### config.mk
export PLATFORM = sky130hd
export DESIGN_NAME = traffic_ctrl
export DESIGN_NICKNAME = d
export VERILOG_FILES = /design/src/rtl/traffic_ctrl.sv
export SDC_FILE = /design/constraint.sdc
export NUM_CORES = 1
export LEC_CHECK = 0
export CORE_AREA = 2 2 43 45
export DETAILED_ROUTE_END_ITERATION = 10
export DIE_AREA = 0 0 45 47
export GPL_TIMING_DRIVEN = 0
export PLACE_DENSITY_LB_ADDON = 0.15
export SETUP_SLACK_MARGIN = 0.2
export SLEW_MARGIN = 5
export SYNTH_ARGS = -nofsm -noshare
export SYNTH_HDL_FRONTEND = slang
export SYNTH_SLANG_ARGS = --single-unit
### constraint.sdc
create_clock -name clk -period 2.2 [get_ports clk]
set_input_delay 0.44 -clock clk [delete_from_list [all_inputs] [get_ports clk]]
set_output_delay 0.44 -clock clk [all_outputs]
set_load 0.01 [all_outputs]
### src/rtl/traffic_ctrl.sv
// traffic_ctrl -- two-direction intersection controller with walker lamps.
//
// Purpose:
//    Cycles the horizontal (H) and vertical (V) car lamps through
//    GREEN -> YELLOW -> LEFT -> YELLOW for each direction in turn. The walker
//    crossing parallel to the green direction shows GREEN, then GREEN_TWINKLE
//    for the last TWINKLE_T cycles of that green. An optional night mode
//    flashes both car lamps YELLOW/OFF.
//
// Configuration macro:
//    TRAFFIC_NIGHT_EN  -- when defined, i_night can move the FSM into NIGHT
//                         at the end of V_YEL2. When undefined, i_night is
//                         ignored and the OFF lamp code never appears.
//
// Ports:
//    clk                 in   rising-edge clock
//    reset_n             in   asynchronous active-low reset
//    i_night             in   night-mode request (level)
//    o_h_car_traffic     out  [2:0] horizontal car lamp code
//    o_v_car_traffic     out  [2:0] vertical car lamp code
//    o_h_walker_traffic  out  [2:0] horizontal crossing walker lamp code
//    o_v_walker_traffic  out  [2:0] vertical crossing walker lamp code
//    o_phase             out  [3:0] current FSM state encoding
//
// Lamp codes: RED=000 GREEN=001 YELLOW=010 LEFT=011 GREEN_TWINKLE=100 OFF=101
// All outputs decode only registered state, so i_night never reaches them
// combinationally.

module traffic_ctrl #(
   parameter int GREEN_T   = 20,
   parameter int YELLOW_T  = 2,
   parameter int LEFT_T    = 10,
   parameter int TWINKLE_T = 6,
   parameter int FLASH_T   = 4,
   parameter int CW        = 8
) (
   input  logic       clk,
   input  logic       reset_n,
   input  logic       i_night,
   output logic [2:0] o_h_car_traffic,
   output logic [2:0] o_v_car_traffic,
   output logic [2:0] o_h_walker_traffic,
   output logic [2:0] o_v_walker_traffic,
   output logic [3:0] o_phase
);

   localparam logic [2:0] LAMP_RED     = 3'b000;
   localparam logic [2:0] LAMP_GREEN   = 3'b001;
   localparam logic [2:0] LAMP_YELLOW  = 3'b010;
   localparam logic [2:0] LAMP_LEFT    = 3'b011;
   localparam logic [2:0] LAMP_TWINKLE = 3'b100;
`ifdef TRAFFIC_NIGHT_EN
   localparam logic [2:0] LAMP_OFF     = 3'b101;
`endif

   typedef enum logic [3:0] {
      H_GREEN = 4'd0,
      H_YEL1  = 4'd1,
      H_LEFT  = 4'd2,
      H_YEL2  = 4'd3,
      V_GREEN = 4'd4,
      V_YEL1  = 4'd5,
      V_LEFT  = 4'd6,
      V_YEL2  = 4'd7,
      NIGHT   = 4'd8
   } state_e;

   // Walker GREEN portion of a car GREEN phase; the remainder twinkles.
   localparam logic [CW-1:0] WALK_SOLID = CW'(GREEN_T - TWINKLE_T);

   state_e        state_q, state_d;
   logic [CW-1:0] cnt_q, cnt_d;
   logic          last_s;

   // Final counter value of each state. LEFT states are unreachable when
   // LEFT_T is 0, so their value then only has to be well-formed.
   function automatic logic [CW-1:0] last_cnt(input state_e s);
      logic [CW-1:0] v;
      case (s)
         H_GREEN, V_GREEN: v = CW'(GREEN_T - 1);
         H_YEL1, H_YEL2,
         V_YEL1, V_YEL2:   v = CW'(YELLOW_T - 1);
         H_LEFT, V_LEFT:   v = (LEFT_T > 0) ? CW'(LEFT_T - 1) : {CW{1'b0}};
         NIGHT:            v = CW'(FLASH_T - 1);
         default:          v = {CW{1'b0}};
      endcase
      return v;
   endfunction

   // Walker lamp for the crossing parallel to the active green direction.
   function automatic logic [2:0] walker_lamp(input logic [CW-1:0] c);
      return (c < WALK_SOLID) ? LAMP_GREEN : LAMP_TWINKLE;
   endfunction

`ifdef TRAFFIC_NIGHT_EN
   // In NIGHT the counter times one half-period; this bit says which half.
   logic flash_off_q, flash_off_d;
`else
   logic unused_night_s;
   assign unused_night_s = i_night;
`endif

   assign last_s = (cnt_q == last_cnt(state_q));

   // State, phase counter and flash half-period registers.
   always_ff @(posedge clk or negedge reset_n) begin
      if (!reset_n) begin
         state_q     <= H_GREEN;
         cnt_q       <= {CW{1'b0}};
`ifdef TRAFFIC_NIGHT_EN
         flash_off_q <= 1'b0;
`endif
      end else begin
         state_q     <= state_d;
         cnt_q       <= cnt_d;
`ifdef TRAFFIC_NIGHT_EN
         flash_off_q <= flash_off_d;
`endif
      end
   end

   // Next-state logic: advance only on the last cycle of the current state.
   always_comb begin
      state_d     = state_q;
      cnt_d       = cnt_q + CW'(1);
`ifdef TRAFFIC_NIGHT_EN
      flash_off_d = flash_off_q;
`endif
      if (last_s) begin
         cnt_d = {CW{1'b0}};
         case (state_q)
            H_GREEN: state_d = H_YEL1;
            H_YEL1:  state_d = (LEFT_T == 0) ? V_GREEN : H_LEFT;
            H_LEFT:  state_d = H_YEL2;
            H_YEL2:  state_d = V_GREEN;
            V_GREEN: state_d = V_YEL1;
            V_YEL1:  state_d = (LEFT_T == 0) ? H_GREEN : V_LEFT;
            V_LEFT:  state_d = V_YEL2;
`ifdef TRAFFIC_NIGHT_EN
            // i_night is only looked at here, so mid-phase toggles are inert.
            V_YEL2: begin
               state_d     = i_night ? NIGHT : H_GREEN;
               flash_off_d = 1'b0;
            end
            // Leave NIGHT only after a complete OFF half with i_night low.
            NIGHT: begin
               if (flash_off_q && !i_night) begin
                  state_d     = H_GREEN;
                  flash_off_d = 1'b0;
               end else begin
                  flash_off_d = ~flash_off_q;
               end
            end
`else
            V_YEL2:  state_d = H_GREEN;
            NIGHT:   state_d = H_GREEN;
`endif
            default: state_d = H_GREEN;
         endcase
      end else begin
         state_d = state_q;
      end
   end

   // Lamp decode from registered state and counter.
   always_comb begin
      o_h_car_traffic    = LAMP_RED;
      o_v_car_traffic    = LAMP_RED;
      o_h_walker_traffic = LAMP_RED;
      o_v_walker_traffic = LAMP_RED;
      o_phase            = state_q;
      case (state_q)
         H_GREEN: begin
            o_h_car_traffic    = LAMP_GREEN;
            o_v_walker_traffic = walker_lamp(cnt_q);
         end
         H_YEL1, H_YEL2: o_h_car_traffic = LAMP_YELLOW;
         H_LEFT:         o_h_car_traffic = LAMP_LEFT;
         V_GREEN: begin
            o_v_car_traffic    = LAMP_GREEN;
            o_h_walker_traffic = walker_lamp(cnt_q);
         end
         V_YEL1, V_YEL2: o_v_car_traffic = LAMP_YELLOW;
         V_LEFT:         o_v_car_traffic = LAMP_LEFT;
`ifdef TRAFFIC_NIGHT_EN
         NIGHT: begin
            o_h_car_traffic    = flash_off_q ? LAMP_OFF : LAMP_YELLOW;
            o_v_car_traffic    = flash_off_q ? LAMP_OFF : LAMP_YELLOW;
            o_h_walker_traffic = LAMP_OFF;
            o_v_walker_traffic = LAMP_OFF;
         end
`endif
         default: o_phase = state_q;
      endcase
   end

endmodule

==> results.md <==
- Status: completed
- Post-synthesis cell type count: 25
- Antenna violations before repair: 0
- Worst Setup Start Kind: register
- Die ar.: 2115 um^2
- Starting Density: between 40% and 50%
- R2R depth: 7
- PwrDens: roughly 380 nW/um^2
- Clk Latency, worst-skew pair: about 270 ps
- Die width: 45 um
- Synthesized flop and latch total: 11
- Syn Area/Cell: 9.924 um^2
- GR Util All Layers: around 16%
- Pin count of the biggest net entering global routing: 12
- Antenna Nets Post-Route: 0
- Worst Path Buf+Inv: 2
- Largest fanout on the critical path: 8
- Clock Sinks: 11
- Row cnt: 15
- Reg-to-reg endpoint: o_phase[1]
- Critical Path End: o_v_car_traffic[0]
- Critical Path AT: approximately 1500 ps
- Flop-to-flop setup slack: 350 ps
- Via Count: approximately 550
- CTS tree: done
- Critical Path Stages: 3
- Root Buffer: clkbuf_4
- Max-cap violations: 0
- Final hold viol count: 0
- Cell Area, Synth: 724.4 um^2
- Fin. max-slew vios: 0
- Nets: roughly 110
- Clock buffer depth: 2
- Crit-path slowest cell: clkdlybuf4s50_1
- Clock Skews: between 2 and 2.5 ps
- Critical Path RT: ~1800 ps
- Setup TNS: 0 ps
- Hpwl dp: between 900 and 1000 um
- CTS clk-pin slew, worst paths: ~70 ps
- CP cell instances: buf_4 -> nor2b_1 -> clkdlybuf4s50_1
- Core area: around 1700 um^2
- Crit path largest cell delay: 530 ps
- P&R area growth vs syn: 32.12%
- FF-to-FF Start: o_phase[1]
- RSZ-0062 raised after global routing: yes
- Leak: 0.5020 nW
- Final period util: between 80 and 90%
- Routed WL: 1372 um
- Via density per instance: approximately 4.8
- Drt wl/cell: between 10 and 15 um
- Final Util: just under 60%
- Worst VDD drop: just under 0.0003 V
- Setup violators final: 0
- Critical path's top delay family: buffers and inverters
- Port Buffers: 12
- Ys Warns: 0
- Fraction of layout cells with a size suffix above 1: between 20% and 30%
- Vias in the first global route: roughly 500
- N_diodes: 0
- Crit Path Class: register to output port
- Worst hold path type: register to register
- Filler cells: about 170
- CP startpoint: o_phase[0]
- CP endpoint kind: output port
- Final min period: about 1900 ps
- Die Y: 47 um
- First-pass GRT wire length: between 2000 and 2500 um
- Maximum clock frequency: 516.9 MHz
- Slew HR: about two thirds
- Seq/Total Area, Yosys: a little under two fifths
- CTS Buf Count: 3
- Htree depth: 1
- DRC violations left: 0
- DR pass1 iterations: 4
- # IOs: 19
- Remaining global-route overflow: 0
- GP Congestion: slightly above 0.7
- Iteration-0 DRC Markers: 7
- Worst-margin pin slew: slightly above 500 ps
- Synthesized instance count: between 70 and 80
==> routing by layer <==
metal / GRT usage, % / wire (um) / up-vias
li1: - / - / 281
met1: 23.28 / 644 / 248
met2: 22.29 / 649 / 14
met3: 3.462 / 59 / 2
met4: 8.824 / 19 / 0
met5: 0 / 0 / -
==> cell usage after synthesis <==
master / count / share of area (%)
dfrtp_1: 11 / 38
nor2_1: 8 / 4.1
ha_1: 7 / 12
nand2_1: 6 / 3.1
xnor2_1: 6 / 7.3
buf_4: 5 / 5.2
inv_1: 4 / 2.1
nor2b_1: 3 / 2.6
o21ai_0: 3 / 2.1
a31oi_1: 2 / 1.7
mux2_4: 2 / 4.1
nand4_1: 2 / 1.7
xor2_1: 2 / 2.4
a21oi_1: 1 / 0.69
a22o_1: 1 / 1.2
a41oi_1: 1 / 1.2
and2_1: 1 / 0.86
and3_4: 1 / 1.6
and4_4: 1 / 1.6
buf_6: 1 / 1.6
clkbuf_1: 1 / 0.52
conb_1: 1 / 0.52
mux2i_1: 1 / 1.4
nor3_2: 1 / 1.4
nor3b_1: 1 / 1.0
==> flip-flops by register name (all words and copies together), names as in the netlist <==
signal   count
cnt_q        8
o_phase      3
==> cell families (layout without fill, tap and decap cells) <==
logic type,Yosys count,in the layout,share of synthesized area (%)
multiplexers,3,3,5.527
other,1,5,0.5176
AO/OA/AOI/OAI,8,8,6.907
AND/OR/NAND/NOR,24,24,17.96
XOR/XNOR,8,8,9.672
adder cells (fa/ha/maj),7,7,12.09
flip-flops,11,11,38.00
buffers and inverters,11,31,9.326
==> through the flow <==
stage / hold slack [ps] / instances / total power, mW / area, um^2 / setup slack (ps)
2_1_floorplan: 144.4 / 77 / 0.2164 / 739.5 / 284.3
3_3_place_gp: 475.8 / 106 / 0.2221 / 880.8 / 135.7
3_5_place_dp: 478.6 / 106 / 0.2222 / 880.8 / 94.41
4_1_cts: 490.8 / 114 / 0.3654 / 943.4 / 202.7
5_1_grt: 506.6 / 114 / 0.3754 / 957.2 / 192.5
6_report: 486.9 / 114 / 0.3606 / 957.2 / 265.3
==> power by group <==
group          switching, mW  total [mW]  internal, mW
Sequential                 0       0.202         0.202
Clock                 0.0723       0.143        0.0703
Combinational        0.00880      0.0161       0.00727
==> worst min path at each step <==
| stage | from | endpoint | slack [ps] | depth (start not counted) |
|---|---|---|---|---|
| floorplan | reset_n | cnt_q[0] | 140 | 0 |
| global placement | cnt_q[7] | cnt_q[7] | 480 | 1 |
| detailed placement | cnt_q[7] | cnt_q[7] | 480 | 1 |
| CTS | cnt_q[7] | cnt_q[7] | 490 | 1 |
| global route | cnt_q[7] | cnt_q[7] | 510 | 1 |
| finish | cnt_q[7] | cnt_q[7] | 490 | 1 |
==> placed cells by master (no fill, tap or decap), drive strengths merged <==
cell type,netlist,routed
a31oi,2,2
inv,4,4
buf,6,11
mux2i,1,1
mux2,2,2
xnor2,6,6
a21oi,1,1
nor3b,1,1
o21ai,3,3
nand2,6,6
nor2b,3,3
a41oi,1,1
and3,1,1
and4,1,1
and2,1,1
conb,1,5
clkbuf,1,4
a22o,1,1
nand4,2,2
clkdlybuf4s15,0,1
ha,7,7
clkdlybuf4s50,0,6
nor3,1,1
xor2,2,2
nor2,8,8
dfrtp,11,11
dlygate4sd2,0,5
==> final cells by class <==
| class | instances | area (um^2) | area share [%] |
|---|---|---|---|
| buffer | 7 | 56.30 | 5.882 |
| timing repair buffer | 16 | 143.9 | 15.03 |
| inverter | 4 | 15.01 | 1.569 |
| sequential | 11 | 281.5 | 29.41 |
| clock buffer | 4 | 26.28 | 2.745 |
| tap | 17 | 21.27 | 2.222 |
| multi-input combinational | 55 | 412.9 | 43.14 |
==> timing repair <==
item,CTS,global route
pin swaps,1,1
buffers inserted,4,0
endpoints found under the hold margin,0,0
resized for setup,13,8
gates cloned,0,0
setup endpoints to repair,10,4
hold buffers,0,0
Note: power is estimated with default switching activity, not from simulation.
